## src/rtl/exe_trace_buffer.sv

```systemverilog
// exe_trace_buffer: execution trace capture buffer.
// Records {PC, IR} of each retired instruction into a circular buffer while
// armed, optionally stops a programmable number of entries after a PC-match
// trigger, then lets software pop the captured entries oldest-first.
//
// Ports:
//   clk, reset_n           core clock, synchronous active-low reset
//   exe_enable, PC_in,     retire strobe and the retired instruction's PC/IR
//   IR_in
//   arm, stop              control pulses: clear and start capture / freeze
//   trigger_en, trigger_pc PC-match trigger enable and address
//   rd_req                 pop the oldest entry (IDLE or FROZEN only)
//   rd_valid, rd_pc, rd_ir popped entry, valid one cycle after rd_req
//   state                  0 IDLE, 1 ARMED, 2 POST_TRIG, 3 FROZEN
//   entry_count            number of valid entries
//   wrapped                sticky: an entry was overwritten since arm
module exe_trace_buffer #(
   parameter int unsigned DEPTH_LOG2 = 6,
   parameter int unsigned POST_TRIG  = 16
) (
   input  logic                  clk,
   input  logic                  reset_n,
   input  logic                  exe_enable,
   input  logic [31:0]           PC_in,
   input  logic [31:0]           IR_in,
   input  logic                  arm,
   input  logic                  stop,
   input  logic                  trigger_en,
   input  logic [31:0]           trigger_pc,
   input  logic                  rd_req,
   output logic                  rd_valid,
   output logic [31:0]           rd_pc,
   output logic [31:0]           rd_ir,
   output logic [1:0]            state,
   output logic [DEPTH_LOG2:0]   entry_count,
   output logic                  wrapped
);

   localparam int unsigned DEPTH = 1 << DEPTH_LOG2;
   localparam int unsigned AW    = DEPTH_LOG2;
   localparam int unsigned CW    = DEPTH_LOG2 + 1;
   localparam int unsigned DW    = 64;

   typedef enum logic [1:0] {
      ST_IDLE   = 2'd0,
      ST_ARMED  = 2'd1,
      ST_POST   = 2'd2,
      ST_FROZEN = 2'd3
   } state_t;

   state_t          state_q, state_nxt;
   logic [AW-1:0]   wr_ptr_q, wr_ptr_nxt;
   logic [AW-1:0]   post_q, post_nxt;
   logic [CW-1:0]   count_q, count_nxt;
   logic            wrapped_q, wrapped_nxt;
   logic            rd_valid_nxt;

   logic            capturing_c;
   logic            readable_c;
   logic            capture_c;
   logic            trig_hit_c;
   logic            full_c;
   logic            rd_accept_c;
   logic [AW-1:0]   rd_addr_c;

   logic [DW-1:0]   mem [DEPTH];

   // Capture / read qualification; arm wins over a coincident capture or read
   assign capturing_c = (state_q == ST_ARMED) || (state_q == ST_POST);
   assign readable_c  = (state_q == ST_IDLE) || (state_q == ST_FROZEN);
   assign capture_c   = exe_enable && capturing_c && !arm;
   assign trig_hit_c  = capture_c && (state_q == ST_ARMED) && trigger_en &&
                        (PC_in == trigger_pc);
   assign full_c      = (count_q == CW'(DEPTH));
   assign rd_accept_c = rd_req && readable_c && !arm && (count_q != '0);

   // Oldest entry; when full the low bits of count are 0 so this is wr_ptr
   assign rd_addr_c   = wr_ptr_q - count_q[AW-1:0];

   // Next-state and bookkeeping
   always_comb begin
      state_nxt    = state_q;
      wr_ptr_nxt   = wr_ptr_q;
      post_nxt     = post_q;
      count_nxt    = count_q;
      wrapped_nxt  = wrapped_q;
      rd_valid_nxt = rd_accept_c;

      if (arm) begin
         state_nxt   = ST_ARMED;
         wr_ptr_nxt  = '0;
         post_nxt    = '0;
         count_nxt   = '0;
         wrapped_nxt = 1'b0;
      end else begin
         if (capture_c) begin
            wr_ptr_nxt = wr_ptr_q + AW'(1);
            if (full_c) begin
               wrapped_nxt = 1'b1;
            end else begin
               count_nxt = count_q + CW'(1);
            end
         end

         if (rd_accept_c) begin
            count_nxt = count_q - CW'(1);
         end

         unique case (state_q)
            ST_ARMED: begin
               if (stop) begin
                  state_nxt = ST_FROZEN;
               end else if (trig_hit_c) begin
                  post_nxt = AW'(POST_TRIG);
                  if (POST_TRIG == 0) begin
                     state_nxt = ST_FROZEN;
                  end else begin
                     state_nxt = ST_POST;
                  end
               end
            end
            ST_POST: begin
               if (stop) begin
                  state_nxt = ST_FROZEN;
               end else if (capture_c) begin
                  post_nxt = post_q - AW'(1);
                  if (post_q == AW'(1)) begin
                     state_nxt = ST_FROZEN;
                  end
               end
            end
            default: begin
            end
         endcase
      end
   end

   // Control state registers
   always_ff @(posedge clk) begin
      if (!reset_n) begin
         state_q   <= ST_IDLE;
         wr_ptr_q  <= '0;
         post_q    <= '0;
         count_q   <= '0;
         wrapped_q <= 1'b0;
         rd_valid  <= 1'b0;
      end else begin
         state_q   <= state_nxt;
         wr_ptr_q  <= wr_ptr_nxt;
         post_q    <= post_nxt;
         count_q   <= count_nxt;
         wrapped_q <= wrapped_nxt;
         rd_valid  <= rd_valid_nxt;
      end
   end

   // Trace storage; contents are not reset
   always_ff @(posedge clk) begin
      if (capture_c) begin
         mem[wr_ptr_q] <= {PC_in, IR_in};
      end
   end

   // Read data register, holds its value between pops
   always_ff @(posedge clk) begin
      if (!reset_n) begin
         rd_pc <= '0;
         rd_ir <= '0;
      end else if (rd_accept_c) begin
         {rd_pc, rd_ir} <= mem[rd_addr_c];
      end
   end

   assign state       = state_q;
   assign entry_count = count_q;
   assign wrapped     = wrapped_q;

endmodule

```

## config.mk

```make
export PLATFORM = sky130hd
export DESIGN_NAME = exe_trace_buffer
export DESIGN_NICKNAME = d
export VERILOG_FILES = /design/src/rtl/exe_trace_buffer.sv
export SDC_FILE = /design/constraint.sdc
export NUM_CORES = 2
export LEC_CHECK = 0
export BUFFER_PORTS_ARGS = -buffer_cell sky130_fd_sc_hd__buf_2
export CORE_ASPECT_RATIO = 2
export CORE_MARGIN = 4
export CORE_UTILIZATION = 50
export CTS_BUF_LIST = sky130_fd_sc_hd__clkbuf_8 sky130_fd_sc_hd__clkbuf_16
export DETAILED_ROUTE_END_ITERATION = 10
export PLACE_DENSITY = 0.68
export SETUP_SLACK_MARGIN = 0.5
export SLEW_MARGIN = 40
export SYNTH_ARGS = -nofsm -noshare
export SYNTH_HDL_FRONTEND = slang
export SYNTH_SLANG_ARGS = --single-unit
```

## constraint.sdc

```tcl
create_clock -name clk -period 6.7 [get_ports clk]
set_input_delay 0.335 -clock clk [delete_from_list [all_inputs] [get_ports clk]]
set_output_delay 0.335 -clock clk [all_outputs]
set_load 0.03 [all_outputs]
```

==> results.toml <==
[outcome]
outcome = "finished clean"

[logic_synthesis]
syn_inst = 7201
yosys_most_used_dff = "edfxtp_1"
yosysTopAreaCellShare = 0.771
synth_compound_area_frac = 0.0185
yosys_warnings = 0
synth-xor-area-share = 0.00252
synth-simple-area-share = 0.0275
synthArstFlopShare = 0
synth_area_leaders = "edfxtp_1, mux4_2, nand2_1"
synth_cell_types = 54
netlist_area_sq_um = 160000
synth_edf_count = 4096
synthMuxAreaShare = 0.156
ys_seq_area_frac = 0.782
synth_adder_area_share = 0.00143
syn_nets = 7321
synth_area_per_cell_sq_um = 22.2
synth_top_family_by_area = "multiplexers"
synth_top_area_cell = "edfxtp_1"
ys_seq_elements = 4183

[power_and_ir_drop]
power_mw = 50.7
leakage_nw = 56.8
power_density_nw_per_um2 = 282
vdd_drop_max_mv = 0.274

[floorplanning]
start_util = 0.502
die_h_microns = 807
coreArea_sq_um = 318000
die_x_microns = 408
dieArea_sq_um = 329000
num_io_pins = 178
row_count = 293

[worst_setup_path]
cp-end-kind = "flip-flop"
required_ns = 7.44
rr_startpoint = "wr_ptr_q[0]"
path_cells = "inv_1 > ha_4 > fa_4 > buf_12 > buf_4 > mux4_2 > nand2_1 > and3_1 > a311oi_1 > a211oi_1 > nor4_1"
reg2reg_depth = 11
r2r_setup_slack_ns = 2.02
critPathArrivalTime_ns = 5.43
critical_path.max_fanout = 61
r2r-end = "rd_pc[20]"
critPathKind = "flip-flop to flip-flop"
crit_path_max_incr_delay_ns = 1.08
cp_slowest_cell = "fa_4"
start_kind = "flip-flop"

[clock_network]
path_clk_slew_ns = 0.07
clockBufferDepth = 4
ctsHoldBuffers = 41
cts_root_buf = "clkbuf_16"
numCtsBuffers = 345
cts.sinks = 4183
tritoncts = "done"
ctsResizeCount = 0
clkLatencyLatePin_ns = 0.92
htree_levels = 5
cts_setup_buffers = 0

[timing]
holdWs_ns = 0.0177
period_needed_ns = 4.68
finClkSkew_ns = 0.0700
fin_tns_setup_ns = 0
grt_setup_unrepaired = "no"
fmax_ghz = 0.214
tightest_slew_ns = 0.962
setup_violations = 0
layout_setup_ws_ns = 2.02
slew_headroom = 0.355
drv_slew = 0
finalCritPeriodShare = 0.699
finalHoldViolations = 0

[worst_hold_path]
hold_path.class = "input pin to flip-flop"
worstHoldPathCells = 1
min_to = "mem[19][39]"
hold_start = "PC_in[7]"

[place]
dpl.hpwl_microns = 269000
io_buffers = 177
dp_slack_ns = 2.19
gp_congestion = 0.820

[routing]
drc_errors = 0
firstDrtPassIters = 5
vias_per_cell = 6.68
vias = 80600
wl_per_cell_microns = 38.6
drt-total-wl_microns = 466000
drtIter0Drc = 10900
ant_nets = 0

[grt]
grt_pass1_vias = 81500
antenna_found_initial = 26
grt_pass1_wl_microns = 647000
grt_overflow_total = 0
track_usage = 0.282
grt_max_degree = 104

[flow_run]
cap_violations = 0

[final_layout]
num-fill-cells = 22800
drive_gt1_frac = 0.272
fin_nets = 7775
area_growth_pct = 12.5
## how the worst max path moves through the flow
stage           startpoint         end  slack [ns]  cells past startpoint
5_1_grt        wr_ptr_q[0]    rd_ir[6]        2.01                     11
6_report       wr_ptr_q[0]   rd_pc[20]        2.02                     11
2_1_floorplan     state[0]  mem[63][0]        1.55                      8
3_3_place_gp   wr_ptr_q[0]   rd_pc[27]        1.90                     11
3_5_place_dp   wr_ptr_q[0]    rd_ir[0]        2.19                     11
4_1_cts        wr_ptr_q[0]    rd_ir[0]        2.18                     11
## worst max-delay path, delay by kind of cell (launching register included)
| family | cells | cell delay (ns) |
|---|---|---|
| mux | 1 | 0.33 |
| simple gates | 3 | 0.49 |
| fa+ha+maj | 2 | 1.26 |
| flops | 1 | 0.48 |
| compound gates | 2 | 0.89 |
| buf+inv | 3 | 0.79 |
## cell usage after synthesis (9+ instances only)
cell type / number
dfxtp_1: 87
xnor2_1: 37
a22oi_1: 113
a31oi_1: 54
nand2_1: 514
nor3_1: 12
buf_1: 27
inv_1: 18
a211oi_1: 55
mux4_2: 1085
nor2_1: 158
mux2i_1: 24
o21ai_0: 65
edfxtp_1: 4096
nor4_1: 61
and3_1: 158
buf_2: 190
mux2_2: 20
ha_1: 15
clkbuf_1: 150
buf_4: 29
o211ai_1: 10
a21oi_1: 47
a311oi_1: 52
nand3_1: 28
nand4_1: 9
## cells by family after synthesis
group	count (synthesis)
compound gates	429
xor+xnor	45
fa+ha+maj	17
buf+inv	422
flops	4183
mux	1129
simple gates	976
## layout by cell type (no fill, tap or decap), types with 8 or more instances in the layout
master and instances:
ha_1 14, dfxtp_1 87, nor2_4 62, a22oi_1 113, a311oi_1 52, bufinv_16 34
clkbuf_8 16, clkinv_2 55, buf_16 13, clkinvlp_4 11, nor2_1 96, dlygate4sd3_1 43
buf_12 70, a21oi_1 47, clkbuf_16 352, nand4_1 9, a211oi_1 50, and3_1 158
buf_8 8, inv_6 9, xnor2_1 35, mux2_2 20, clkinv_1 45, nor3_1 10
a31oi_1 54, edfxtp_1 4096, o21ai_0 65, diode_2 15, inv_1 103, mux4_2 1085
mux2i_1 24, buf_4 215, o211ai_1 10, nand2_1 512, buf_6 17, buf_2 145
nor4_1 61, nand3_1 23
## metal layers
metal	vias to the layer above	track usage	part of all wire
met1	43500	0.341	0.33
met5	-	0	0.00020
met4	12	0.130	0.055
met2	4887	0.496	0.52
li1	31100	-	-
met3	1108	0.0503	0.092
## metrics by stage
step | util | instance area (sq um) | std cells
6_report | 0.564 | 180000 | 12100
2_1_floorplan | - | 160000 | 7201
4_1_cts | 0.563 | 179000 | 12000
3_3_place_gp | 0.525 | 167000 | 11400
5_1_grt | 0.564 | 179000 | 12100
3_5_place_dp | 0.527 | 168000 | 11400
## where the power goes
part | internal (mW) | switching [mW]
sequential | 28.7 | 0.0110
combinational | 0.628 | 1.07
clock | 11.1 | 9.20
total | 40.4 | 10.3
## layout make-up
type                       instances  area [sq um]  area share
antenna                           15          37.5    0.000209
inverter                          18          68.8    0.000383
sequential                      4183        125000       0.695
tap                             4130          5170      0.0288
clock inverter                   250          2080      0.0116
clock buffer                     368          9030      0.0503
multi-input combinational       2596         33600       0.187
timing repair buffer             511          4840      0.0270
## flip-flops by register name, summed over array words and instances (netlist names)
name	flops
entry_count	7
mem	4096
post_q	6
rd_ir	32
rd_pc	32
rd_valid	1
state	2
wr_ptr_q	6
wrapped	1
(Power assumes the default switching activity.)
